==> src/rtl/texto_pkg.sv <==
// Shared widths, character codes, preset pattern and FSM encoding for the
// text-overlay character buffer and its arbiter.
package texto_pkg;

  localparam int N_SLOTS = 8;
  localparam int AW      = 3;
  localparam int CW      = 2;

  localparam logic [CW-1:0] BLANCO  = 2'b00;
  localparam logic [CW-1:0] LETRA_D = 2'b01;
  localparam logic [CW-1:0] LETRA_J = 2'b10;

  // Slot 0 sits in the least significant bits.
  localparam logic [N_SLOTS*CW-1:0] PRESET =
    {{(N_SLOTS-3){BLANCO}}, LETRA_J, LETRA_D, LETRA_D};

  typedef enum logic {
    RUN   = 1'b0,
    CLEAR = 1'b1
  } estado_t;

  function automatic logic [CW-1:0] preset_slot(input int idx);
    return PRESET[idx*CW +: CW];
  endfunction

endpackage

==> src/rtl/buffer_caracteres.sv <==
// N_SLOTS x CW character register file: one write port, one registered read
// port, asynchronous reset reloads the preset pattern.
module buffer_caracteres
  import texto_pkg::*;
(
  input  logic          reloj,
  input  logic          resetM,
  input  logic          we,
  input  logic [AW-1:0] waddr,
  input  logic [CW-1:0] wdata,
  input  logic          re,
  input  logic [AW-1:0] raddr,
  output logic [CW-1:0] rdata
);

  logic [CW-1:0] mem [N_SLOTS];

  always_ff @(posedge reloj or posedge resetM) begin
    if (resetM) begin
      for (int i = 0; i < N_SLOTS; i++) mem[i] <= preset_slot(i);
      rdata <= BLANCO;
    end else begin
      if (we) mem[waddr] <= wdata;
      if (re) rdata <= mem[raddr];
    end
  end

endmodule

==> src/rtl/arbitro_buffer_texto.sv <==
// Text-overlay buffer arbiter: prefetches one tile ahead of the raster and
// shares the single buffer port between video, host writes and bulk clear.
module arbitro_buffer_texto
  import texto_pkg::*;
#(
  parameter logic [6:0] COL0 = 7'd43,
  parameter logic [5:0] ROW0 = 6'd16
) (
  input  logic          reloj,
  input  logic          resetM,
  input  logic          tick,
  input  logic [9:0]    Qh,
  input  logic [9:0]    Qv,
  input  logic          wr_req,
  input  logic [AW-1:0] wr_addr,
  input  logic [CW-1:0] wr_data,
  output logic          wr_ack,
  input  logic          clr,
  output logic          busy,
  output logic [CW-1:0] caracter,
  output logic          en_texto,
  output logic [7:0]    cnt_conflictos
);

  // 8-bit column compare keeps tile 127+1 from wrapping back into range.
  localparam logic [7:0] COL_LO = {1'b0, COL0};
  localparam logic [7:0] COL_HI = COL_LO + 8'(N_SLOTS);

  estado_t       estado;
  logic [AW-1:0] cnt_clr;
  logic [7:0]    col_sig;
  logic          en_ventana, fetch_stb, tile_stb, video_rd, grant, defer;
  logic          buf_we;
  logic [AW-1:0] buf_waddr, slot_rd;
  logic [CW-1:0] buf_wdata, rd_data;
  logic          vld_p1, flag_p1, leido_p1, flag_p2;
  logic [CW-1:0] char_next;
  logic          qv_unused;

  assign qv_unused = &{1'b0, Qv[3:0]};

  function automatic logic [7:0] sat_inc(input logic [7:0] v);
    return (v == 8'hFF) ? v : v + 8'd1;
  endfunction

  always_comb begin
    col_sig    = {1'b0, Qh[9:3]} + 8'd1;
    en_ventana = (col_sig >= COL_LO) && (col_sig < COL_HI) && (Qv[9:4] == ROW0);
    slot_rd    = AW'(col_sig - COL_LO);
    fetch_stb  = tick && (Qh[2:0] == 3'b101);
    tile_stb   = tick && (Qh[2:0] == 3'b111);
    video_rd   = fetch_stb && en_ventana && (estado == RUN);
    grant      = wr_req && (estado == RUN) && !wr_ack && !clr && !video_rd;
    defer      = wr_req && (estado == RUN) && !wr_ack && video_rd;
    buf_we     = 1'b0;
    buf_waddr  = wr_addr;
    buf_wdata  = wr_data;
    if (estado == CLEAR) begin
      buf_we    = 1'b1;
      buf_waddr = cnt_clr;
      buf_wdata = BLANCO;
    end else if (grant) begin
      buf_we    = 1'b1;
    end
  end

  buffer_caracteres u_buffer (
    .reloj  (reloj),
    .resetM (resetM),
    .we     (buf_we),
    .waddr  (buf_waddr),
    .wdata  (buf_wdata),
    .re     (video_rd),
    .raddr  (slot_rd),
    .rdata  (rd_data)
  );

  always_ff @(posedge reloj or posedge resetM) begin
    if (resetM) begin
      estado         <= RUN;
      cnt_clr        <= '0;
      busy           <= 1'b0;
      wr_ack         <= 1'b0;
      cnt_conflictos <= '0;
    end else begin
      wr_ack <= grant;
      if (defer) cnt_conflictos <= sat_inc(cnt_conflictos);
      case (estado)
        RUN: begin
          if (clr) begin
            estado  <= CLEAR;
            cnt_clr <= '0;
            busy    <= 1'b1;
          end
        end
        CLEAR: begin
          if (clr) begin
            cnt_clr <= '0;
          end else if (cnt_clr == AW'(N_SLOTS-1)) begin
            estado <= RUN;
            busy   <= 1'b0;
          end else begin
            cnt_clr <= cnt_clr + 1'b1;
          end
        end
        default: estado <= RUN;
      endcase
    end
  end

  always_ff @(posedge reloj or posedge resetM) begin
    if (resetM) begin
      vld_p1    <= 1'b0;
      flag_p1   <= 1'b0;
      leido_p1  <= 1'b0;
      flag_p2   <= 1'b0;
      char_next <= BLANCO;
      caracter  <= BLANCO;
      en_texto  <= 1'b0;
    end else begin
      // p1: fetch issued, buffer read in flight
      vld_p1 <= fetch_stb;
      if (fetch_stb) begin
        flag_p1  <= en_ventana;
        leido_p1 <= video_rd;
      end
      // p2: read data captured as the next tile's code
      if (vld_p1) begin
        flag_p2   <= flag_p1;
        char_next <= leido_p1 ? rd_data : BLANCO;
      end
      // tile boundary: present the prefetched code
      if (tile_stb) begin
        caracter <= flag_p2 ? char_next : BLANCO;
        en_texto <= flag_p2;
      end
    end
  end

endmodule

==> config.mk <==
export PLATFORM = sky130hd
export DESIGN_NAME = arbitro_buffer_texto
export DESIGN_NICKNAME = d
export VERILOG_FILES = /design/src/rtl/texto_pkg.sv /design/src/rtl/buffer_caracteres.sv /design/src/rtl/arbitro_buffer_texto.sv
export SDC_FILE = /design/constraint.sdc
export NUM_CORES = 1
export LEC_CHECK = 0
export CORE_UTILIZATION = 55
export DETAILED_ROUTE_END_ITERATION = 16
export HOLD_SLACK_MARGIN = 0.02
export PLACE_DENSITY = 0.88
export SLEW_MARGIN = 5
export SYNTH_ARGS = -nofsm -noshare
export SYNTH_HDL_FRONTEND = slang
export SYNTH_SLANG_ARGS = --single-unit
==> constraint.sdc <==
create_clock -name reloj -period 3.9 [get_ports reloj]
set_clock_uncertainty 0.15 [all_clocks]
set_input_delay 0.975 -clock reloj [delete_from_list [all_inputs] [get_ports reloj]]
set_output_delay 0.975 -clock reloj [all_outputs]
set_load 0.03 [all_outputs]
=== After elaboration in Yosys (flattened, before gate mapping) ===
Cells that the tools add are included.

* Bits in registers: 41
* Input bits: 30
* Output and inout port bits: 13
* Word-level logic and storage cells: 85

* Add/sub/neg operators: 4
* $lt $le $gt $ge: 5
* Equal/unequal tests: 9
* Muxes and demuxes: 24
* Bitwise gates (word level): 4
* Reduce and logical (&&, ||, !) cells: 18

{| class="wikitable"
|+ Operator list
! kind !! number
|-
| 16-bit bitwise mux || 1
|-
| 1-bit logical AND || 12
|-
| 2-bit two-way mux || 6
|-
| 3-bit two-way mux || 4
|-
| 3-bit equality test (second input constant) || 3
|-
| 7-bit by 1-bit adder with 8-bit output (second input constant) || 1
|-
| 8-bit by 1-bit adder with 8-bit output (second input constant) || 1
|-
| 8-bit equality test (second input constant) || 1
|-
| 4-bit >= comparator (second input constant) || 2
|-
| 8-bit by 6-bit >= comparator with 1-bit output (second input constant) || 1
|-
| 8-bit by 6-bit < comparator with 1-bit output (second input constant) || 1
|-
| 1-bit two-way mux || 8
|-
| 3-bit NOT with 4-bit output || 2
|-
| 2-bit binary-select mux with 3-bit select || 1
|-
| 2-bit demux with 3-bit select || 1
|-
| 6-bit by 5-bit equality test with 1-bit output (second input constant) || 1
|-
| 3-bit one-hot mux with 2 select lines || 1
|-
| 4-bit by 1-bit < comparator with 1-bit output (second input constant) || 1
|-
| 2-bit inequality test (second input constant) || 2
|-
| 1-bit one-hot mux with 2 select lines || 2
|-
| 2-bit AND reduction || 2
|-
| 3-bit by 1-bit adder with 3-bit output (second input constant) || 1
|-
| 1-bit zero test || 3
|-
| 3-bit inequality test (second input constant) || 1
|-
| 4 further kinds || 5
|}

=== Depth between registers and ports, before layout ===
Gate-level depths: netlist of the first run.

* Depth in word-level cells: 10
* Mapped depth: 9
* Mapped depth without buffers: 7

=== By module ===
A second synthesis of the first run with hierarchy kept.

* Cell total of the unflattened synthesis: 188
* Area, all modules: 2145.8 um^2

{| class="wikitable"
|+ Modules (own cells, without submodules)
! module !! times used !! cells each !! area each (um^2) !! seq. area each (um^2)
|-
| arbitro_buffer_texto || 1 || 128 || 1276.2 || 575.6
|-
| buffer_caracteres || 1 || 60 || 869.6 || 454.2
|}

=== Least setup slack after synthesis of the first run ===
No wires, ideal clock.

* Kind: input port to flip-flop
* From: in Qh[4]
* To: reg u_buffer.mem[8] (netlist name)
* Setup time: 0.121 ns
* Arrival: 2.664 ns
* Data required time: 3.629 ns
* Slack: 0.965 ns
* Cell stages on the path: 8
* Buffers on the path: 1
* Cells stage by stage: ha_1 -> a211o_1 -> or4_1 -> and2_1 -> a31oi_2 -> buf_4 -> nor2_2 -> a22o_1

* Cells in the longest elaborated chain, start to end: 10
* Elaborated cells on any way between the ends: 11
* Those cells by class: add/sub (1); order compare (2); mux (2); reduce/logical (6)

{| class="wikitable"
|+ RTL lines
! what !! line !! source
|-
| start: declaration || arbitro_buffer_texto.sv:12 || <nowiki>input logic [9:0] Qh,</nowiki>
|-
| 7-bit by 1-bit adder with 8-bit output * || arbitro_buffer_texto.sv:47 || <nowiki>col_sig = {1'b0, Qh[9:3]} + 8'd1;</nowiki>
|-
| 8-bit by 6-bit >= comparator with 1-bit output / 8-bit by 6-bit < comparator with 1-bit output (equally long branches) || arbitro_buffer_texto.sv:48 || <nowiki>en_ventana = (col_sig >= COL_LO) && (col_sig < COL_HI) && (Qv[9:4] == ROW0);</nowiki>
|-
| 1-bit logical AND * (2 in series) || arbitro_buffer_texto.sv:48 ||
|-
| 1-bit logical AND * (2 in series) || arbitro_buffer_texto.sv:52 || <nowiki>video_rd = fetch_stb && en_ventana && (estado == RUN);</nowiki>
|-
| 1-bit zero test * || arbitro_buffer_texto.sv:53 || <nowiki>grant = wr_req && (estado == RUN) && !wr_ack && !clr && !video_rd;</nowiki>
|-
| 1-bit logical AND * || arbitro_buffer_texto.sv:53 ||
|-
| 1-bit two-way mux * || arbitro_buffer_texto.sv:62 || <nowiki>end else if (grant) begin</nowiki>
|-
| 1-bit two-way mux * || arbitro_buffer_texto.sv:58 || <nowiki>if (estado == CLEAR) begin</nowiki>
|-
| end signal: indexed assignment || buffer_caracteres.sv:23 || <nowiki>if (we) mem[waddr] <= wdata;</nowiki>
|-
| end: declaration || buffer_caracteres.sv:16 || <nowiki>logic [CW-1:0] mem [N_SLOTS];</nowiki>
|}

Mark *: on every way between the ends. The rest lies on a longest branch, timed or not.
A chain may end at the register's enable or synchronous reset.

=== Worst setup path in the final report of the first run ===
* From: in Qh[5]
* To: reg u_buffer.mem[8] (netlist name)

Same word-level chain as after synthesis.

==> flow_summary.rst, run 1 <==
.. list-table::
   :header-rows: 1

   * - Metric
     - Value
   * - CP Launch Type
     - input port
   * - X dimension of the die
     - 64.9 um
   * - Cell-internal power
     - 0.614 mW
   * - Die Ht
     - approximately 65 um
   * - Vias in the first global route
     - between 1500 and 2000
   * - Transition time of the tightest slew-check pin
     - 0.915 ns
   * - Mapped cell area
     - 2170 um^2
   * - Insertion delay to the later sink of the worst-skew pair
     - between 0.3 and 0.4 ns
   * - Setup CP Type
     - in2reg
   * - Worst Path Buf+Inv
     - 2
   * - Post-placement setup slack
     - about 0.12 ns
   * - Total net switching power
     - 0.230 mW
   * - Standard cell with the maximum stage delay on the critical path
     - sky130_fd_sc_hd__clkdlybuf4s50_1
   * - Overall via count from detail_route
     - 1812
   * - First-pass iteration count of the detailed router
     - 4
   * - Pins over their slew limit
     - 0
   * - Required time reported for the critical path endpoint
     - 3.95 ns
   * - Final worst slack
     - 0.446 ns
   * - Reg-to-reg startpoint
     - estado
   * - Clock power share
     - 35.3%
   * - Number of standard cells in the final layout excluding fillers
     - 295
   * - Wire length of the first global-routing pass
     - about 7900 um
   * - Routability-driven placement congestion ratio
     - approximately 0.9
   * - Sequential fraction of the synthesis area
     - a little under half
   * - Worst relative slew slack
     - roughly two fifths
   * - Fraction of layout cells with a size suffix above 1
     - 8.91%
   * - Number of synthesized flops with an enable pin
     - 0
   * - Fraction of the core area covered by cells at the end of the flow
     - 73.1%
   * - Resize count post-CTS
     - 0
   * - Number of nets in the synthesized netlist
     - between 200 and 250
   * - Clock tree from TritonCTS
     - yes
   * - Top fanout value on the critical path
     - 7
   * - Synth cell types
     - 50
   * - Cells after DPL
     - between 200 and 300
   * - Clock Sink Count
     - between 40 and 50
   * - Worst hold slack
     - 0.331 ns
   * - Antenna diode count
     - 0
   * - Endpoints failing hold
     - 0
   * - Wire length after detailed routing
     - 4740 um
   * - Antenna violations before repair
     - 0
   * - Sequential fraction of design power
     - 51.9%
   * - Cell-by-cell listing of the critical path
     - clkdlybuf4s50_1 -> ha_1 -> a211o_1 -> or4_1 -> and2_1 -> a31oi_2 -> buf_4 -> nor2_2 -> a22o_1
   * - RSZ-0062 raised after global routing
     - no
   * - Total Routing Usage GR
     - 25.3%
   * - Initial core utilization
     - 58.5%
   * - Clk buf depth
     - 2
   * - Post-synthesis instance total
     - 200
   * - Post-synthesis average cell area
     - 10.9 um^2
   * - Fraction of power spent switching nets
     - 27.3%
   * - Part of the cycle the worst path needs
     - 88.6%
   * - Number of buffers inserted during clock tree synthesis
     - 5
   * - Critical Path Source
     - Qh[5]
   * - Routed length per placed instance
     - 16.1 um
   * - Clk Tree Root Cell
     - sky130_fd_sc_hd__clkbuf_8
   * - Final setup violation count
     - 0
   * - Total congestion overflow after global routing
     - 0
   * - Critical path's largest stage delay
     - 0.50 ns
   * - Floorplan die area
     - 4210 um^2
   * - Maximum number of pins on one net before global-route repair
     - 26
   * - Standby leakage power
     - 1.22 nW
   * - Final Net Count
     - 282
   * - Cell area power density
     - 311 nW/um^2
   * - H-Tree Level Count
     - 2
   * - Drt via density
     - 6.14
   * - Cell class contributing the biggest share of worst-path delay
     - compound AO/OA/AOI/OAI gates
   * - Port buffer count
     - 38
   * - Area growth from synthesis to final layout
     - 24.9%
   * - Synthesized flop and latch total
     - 41
   * - Maximum ir drop on the vdd rail
     - 0.000238 V
   * - Warnings from Yosys
     - 0
   * - Post-CTS clock slew at the launch and capture registers of the worst setup and hold paths
     - 0.09 ns
   * - Drt initial violations
     - 192
   * - Core area
     - roughly 3700 um^2
   * - Residual DRC
     - 0
   * - Fin Setup TNS
     - 0 ns
   * - Async SR Flop Fraction
     - 100%
   * - Row count
     - 22
   * - Highest attainable clock frequency
     - 290 MHz
   * - Number of max-cap violations
     - 0
   * - Crit path arrival time
     - 3.51 ns
   * - Cts hold-fix bufs
     - 0
   * - Count of buffers added by post-CTS timing repair for setup
     - 0
   * - Num ports
     - 43
   * - Primary FF master, synth
     - sky130_fd_sc_hd__dfrtp_1
   * - Crit path time final
     - roughly 3.5 ns
   * - HP Start
     - flag_p1
   * - Total half-perimeter wirelength after legalization and detailed placement
     - 3560 um
   * - Worst hold path type
     - reg2reg
   * - Result of the run
     - finished, final reports clean
   * - Remaining antenna violation count
     - 0
   * - Logic gate share of total power
     - 12.9%
   * - Worst setup EP type
     - register
## cells in the final DEF (no fill, tap or decap), types with 4 or more instances in the layout
master,count
sky130_fd_sc_hd__nand4_1,9
sky130_fd_sc_hd__xor2_1,5
sky130_fd_sc_hd__nand2_1,15
sky130_fd_sc_hd__nor2_1,12
sky130_fd_sc_hd__o2bb2ai_1,8
sky130_fd_sc_hd__mux4_1,4
sky130_fd_sc_hd__clkbuf_8,5
sky130_fd_sc_hd__dfrtp_1,38
sky130_fd_sc_hd__ha_1,6
sky130_fd_sc_hd__o21ai_0,4
sky130_fd_sc_hd__nand3_1,15
sky130_fd_sc_hd__buf_4,4
sky130_fd_sc_hd__a22o_1,9
sky130_fd_sc_hd__inv_1,10
sky130_fd_sc_hd__a21oi_1,6
sky130_fd_sc_hd__clkdlybuf4s50_1,38
sky130_fd_sc_hd__xnor2_1,6
## cell usage after synthesis (5+ instances only)
library cell / number / share of area, %
sky130_fd_sc_hd__a22o_1: 9 / 3.6
sky130_fd_sc_hd__xnor2_1: 6 / 2.4
sky130_fd_sc_hd__nand4_1: 9 / 2.6
sky130_fd_sc_hd__a21oi_1: 6 / 1.4
sky130_fd_sc_hd__nor2_1: 12 / 2.1
sky130_fd_sc_hd__nand3_1: 15 / 3.5
sky130_fd_sc_hd__nand2_1: 15 / 2.6
sky130_fd_sc_hd__inv_1: 10 / 1.7
sky130_fd_sc_hd__ha_1: 6 / 3.5
sky130_fd_sc_hd__xor2_1: 5 / 2.0
sky130_fd_sc_hd__dfrtp_1: 38 / 44
sky130_fd_sc_hd__o2bb2ai_1: 8 / 3.2
## through the flow
step                cell area, um^2  total power, mW
floorplan                      2170            0.505
global placement               2620            0.551
detailed placement             2620            0.554
CTS                            2720            0.846
global route                   2720            0.876
finish                         2720            0.844
## metal layers
layer	share of wire, %	GRT usage, %
met2	50	41.3
met4	2.0	8.61
met3	6.2	6.34
met5	0	0
met1	42	32.6
## final timing paths
path | endpoint | slack, ns | cells after the start
max | u_buffer.mem[8] | 0.45 | 9
min | flag_p1 | 0.33 | 2
max reg2reg | u_buffer.mem[15] | 1.42 | 6
min reg2reg | flag_p1 | 0.33 | 2
max in group asynchronous | u_buffer.mem[6] | 1.82 | 3
min in group asynchronous | caracter[0] | 1.01 | 2
## tightest hold or removal path: stages, from the launching register on
cell and delay [ns]:
sky130_fd_sc_hd__dfrtp_1 0.35, sky130_fd_sc_hd__nand2_1 0.05, sky130_fd_sc_hd__nand2_1 0.05
## power groups by stage
stage	combinational [mW]	sequential, mW	clock, mW
4_1_cts	0.109	0.437	0.300
5_1_grt	0.119	0.439	0.319
2_1_floorplan	0.0599	0.445	0
3_3_place_gp	0.105	0.445	0
6_report	0.109	0.438	0.297
3_5_place_dp	0.109	0.446	0
## cells by family (layout without fill, tap and decap cells)
| logic type | after synthesis | count (layout) | share of synthesized area [%] |
|---|---|---|---|
| buffers and inverters | 13 | 60 | 2.76 |
| AOI/OAI and AO/OA | 46 | 46 | 16.2 |
| muxes | 10 | 10 | 7.77 |
| DFF | 41 | 41 | 47.4 |
| xor gates and xnor gates | 11 | 11 | 4.43 |
| adders and majority gates | 6 | 6 | 3.45 |
| and+or+nand+nor | 73 | 73 | 18.1 |
## cell type report
cell class,count,area (um^2)
clock buffer,5,68.8
tap,48,60.1
clock inverter,3,25.0
timing repair buffer,42,410
fill,282,1000
sequential,41,1030
inverter,10,37.5
multi-input combinational,146,1080
## state kept, by name (all words and copies together) (netlist names)
| name | flops |
|---|---|
| busy | 1 |
| char_next | 2 |
| cnt_conflictos | 8 |
| leido_p1 | 1 |
| wr_ack | 1 |
| en_texto | 1 |
| u_buffer.rdata | 2 |
| estado | 1 |
| cnt_clr | 3 |
| flag_p2 | 1 |
| caracter | 2 |
| vld_p1 | 1 |
| flag_p1 | 1 |
| u_buffer.mem | 16 |
Note: power is estimated with default switching activity, not from simulation.
==> run 2: changes to the inputs <==
ABC_CLOCK_PERIOD_IN_PS = 3600   (was default)
CORE_UTILIZATION = 51   (was 55)
CTS_CLUSTER_SIZE = 8   (was default)
PLACE_DENSITY = 0.83   (was 0.88)
clock period = 3.6 ns   (was 3.9 ns; I/O delays follow)
==> run 2 against run 1 <==
Combinational power rose by 13%. Worst setup slack got worse by 0.12 ns. Routed wire length rose by 6.8%. Largest cell class unchanged. Register-to-register slack got worse by 0.12 ns. Sequential power up 8.4%. Sequential cell count did not move. Cell area is 3.2% higher. Worst hold slack better by 0.0027 ns. Global-route usage fell by 0.59 points. Non-clock buffer count rose by 6. Count of clock-buffer cells in the layout is the same. First-iteration DRC count decreased by 40%.
==> flow_summary.rst, run 2 (synthesized netlist as in run 1, its figures left out) <==
.. list-table::
   :header-rows: 1

   * - Metric
     - Value
   * - Routability-driven placement congestion ratio
     - 0.804
   * - Top fanout value on the critical path
     - 7
   * - Crit path arrival time
     - 3.33 ns
   * - Clk buf depth
     - 2
   * - Setup CP Type
     - in2reg
   * - Logic gate share of total power
     - 11.9%
   * - Overall via count from detail_route
     - 1827
   * - HP Start
     - caracter[0]
   * - Most flops, register
     - u_buffer.mem
   * - Register-to-register setup slack
     - between 1 and 1.5 ns
   * - Worst relative slew slack
     - 65.3%
   * - Critical path's largest stage delay
     - 0.45 ns
   * - Antenna diode count
     - 0
   * - Pins over their slew limit
     - 0
   * - Routed length per placed instance
     - 16.7 um
   * - Clock tree from TritonCTS
     - yes
   * - Reg-to-reg startpoint
     - estado
   * - Vias in the first global route
     - roughly 1800
   * - Crit path time final
     - 3.27 ns
   * - Fin Setup TNS
     - 0 ns
   * - Number of max-cap violations
     - 0
   * - Clock power share
     - 42.2%
   * - Hold depth
     - 2
   * - Sequential fraction of design power
     - 45.9%
   * - Worst hold slack
     - 0.333 ns
   * - Max reg flops
     - 16
   * - Resize count post-CTS
     - 0
   * - Cell-internal power
     - roughly 0.8 mW
   * - Die Ht
     - 67.3 um
   * - Cell area power density
     - 369 nW/um^2
   * - Maximum ir drop on the vdd rail
     - 0.000271 V
   * - Core area
     - 4060 um^2
   * - Final setup violation count
     - 0
   * - Part of the cycle the worst path needs
     - 90.9%
   * - CP Launch Type
     - input port
   * - Worst hold path type
     - reg2reg
   * - Initial core utilization
     - 53.6%
   * - Antenna violations before repair
     - 0
   * - Drt initial violations
     - between 100 and 150
   * - Regs by FF count
     - u_buffer.mem: 16 flops, cnt_conflictos: 8 flops, cnt_clr: 3 flops
   * - Residual DRC
     - 0
   * - Fraction of power spent switching nets
     - 22.5%
   * - X dimension of the die
     - roughly 67 um
   * - Cell-by-cell listing of the critical path
     - clkdlybuf4s50_1 -> ha_1 -> xor2_1 -> buf_4 -> o2111a_1 -> mux2i_1 -> a31o_2 -> nand4_1 -> o2bb2ai_1
   * - RSZ-0062 raised after global routing
     - no
   * - Wire length of the first global-routing pass
     - 8150 um
   * - Area growth from synthesis to final layout
     - 28.9%
   * - Cts hold-fix bufs
     - 0
   * - Required time reported for the critical path endpoint
     - 3.66 ns
   * - Total half-perimeter wirelength after legalization and detailed placement
     - 3630 um
   * - Number of buffers inserted during clock tree synthesis
     - 5
   * - Remaining antenna violation count
     - 0
   * - Wire length after detailed routing
     - 5070 um
   * - Commonest cells after routing, fill and taps aside
     - sky130_fd_sc_hd__dfrtp_1, sky130_fd_sc_hd__clkdlybuf4s50_1, sky130_fd_sc_hd__nand2_1, sky130_fd_sc_hd__nand3_1, sky130_fd_sc_hd__nor2_1
   * - Highest attainable clock frequency
     - 306 MHz
   * - Final Net Count
     - roughly 290
   * - First-pass iteration count of the detailed router
     - 4
   * - Transition time of the tightest slew-check pin
     - 0.520 ns
   * - Total Routing Usage GR
     - between 20% and 30%
   * - Standard cell with the maximum stage delay on the critical path
     - sky130_fd_sc_hd__clkdlybuf4s50_1
   * - Standby leakage power
     - 1.27 nW
   * - Total net switching power
     - approximately 0.23 mW
   * - Result of the run
     - finished, final reports clean
   * - Maximum number of pins on one net before global-route repair
     - 42
   * - Endpoints failing hold
     - 0
   * - Drt via density
     - ~6
   * - Count of buffers added by post-CTS timing repair for setup
     - 0
   * - Fraction of layout cells with a size suffix above 1
     - 11.1%
   * - Insertion delay to the later sink of the worst-skew pair
     - 0.30 ns
   * - H-Tree Level Count
     - 2
   * - Capture point of the worst reg-to-reg path
     - u_buffer.mem[15]
   * - Port buffer count
     - 38
   * - End point of the most critical hold path
     - caracter[0]
   * - Clk Tree Root Cell
     - sky130_fd_sc_hd__clkbuf_8
   * - Total congestion overflow after global routing
     - 0
   * - Post-CTS clock slew at the launch and capture registers of the worst setup and hold paths
     - 0.09 ns
   * - Row count
     - 23
   * - Post-placement setup slack
     - 0.0698 ns
   * - Floorplan die area
     - approximately 4500 um^2
   * - Final worst slack
     - 0.328 ns
   * - Clock Sink Count
     - 41
   * - Worst reg-to-reg path cell count
     - 6
   * - Num ports
     - 43
   * - Worst setup EP type
     - register
## run 2: changes by cell type in the layout (fill, tap and decap cells not counted), sizes merged
cell	previous run	this run
inv	12	10
clkinv	0	1
clkinvlp	1	0
bufinv	0	2
buf	4	10
## run 2: worst max-delay path by stage
stage,startpoint,endpoint
floorplan,Qh[4],u_buffer.mem[8]
global placement,Qh[4],cnt_conflictos[1]
detailed placement,Qh[4],cnt_conflictos[1]
CTS,Qh[3],u_buffer.mem[2]
global route,Qh[3],u_buffer.mem[2]
finish,Qh[3],u_buffer.mem[6]
## run 2: metal layers
metal  wire (um)  vias to the layer above  GRT usage [%]
met5           0                        -              0
li1            -                      868              -
met1        2110                      893           29.8
met2        2600                       54           42.8
met4         106                        0           9.31
met3         252                       12           5.57
## run 2: critical path: cells and delay by family
kind            cells  cell delay, ns
compound gates      3            0.78
buf+inv             2            0.60
xor+xnor            1            0.17
mux                 1            0.32
simple gates        1            0.28
fa+ha+maj           1            0.27
## run 2: stage by stage
step / utilization (%) / instance area (um^2) / total power, mW / std cells
final: 69.1 / 2800 / 1.03 / 303
after global routing: 69.1 / 2800 / 1.07 / 303
after CTS: 69.1 / 2800 / 1.04 / 303
after detailed placement: 65.8 / 2670 / 0.604 / 295
after global placement: 65.8 / 2670 / 0.599 / 295
after floorplan: - / 2170 / 0.547 / 200
## run 2: layout make-up
type / count / area, um^2
Timing Repair Buffer: 48 / 455
Clock inverter: 3 / 65.1
Multi-Input combinational cell: 146 / 1080
Sequential cell: 41 / 1030
Tap cell: 50 / 62.6
Inverter: 10 / 37.5
Clock buffer: 5 / 68.8
Fill cell: 309 / 1250
## run 2: power groups by stage
stage / logic, mW / registers [mW] / clock network (mW)
global route: 0.134 / 0.476 / 0.463
global placement: 0.116 / 0.483 / 0
finish: 0.123 / 0.475 / 0.436
CTS: 0.123 / 0.474 / 0.439
floorplan: 0.0649 / 0.482 / 0
detailed placement: 0.121 / 0.483 / 0
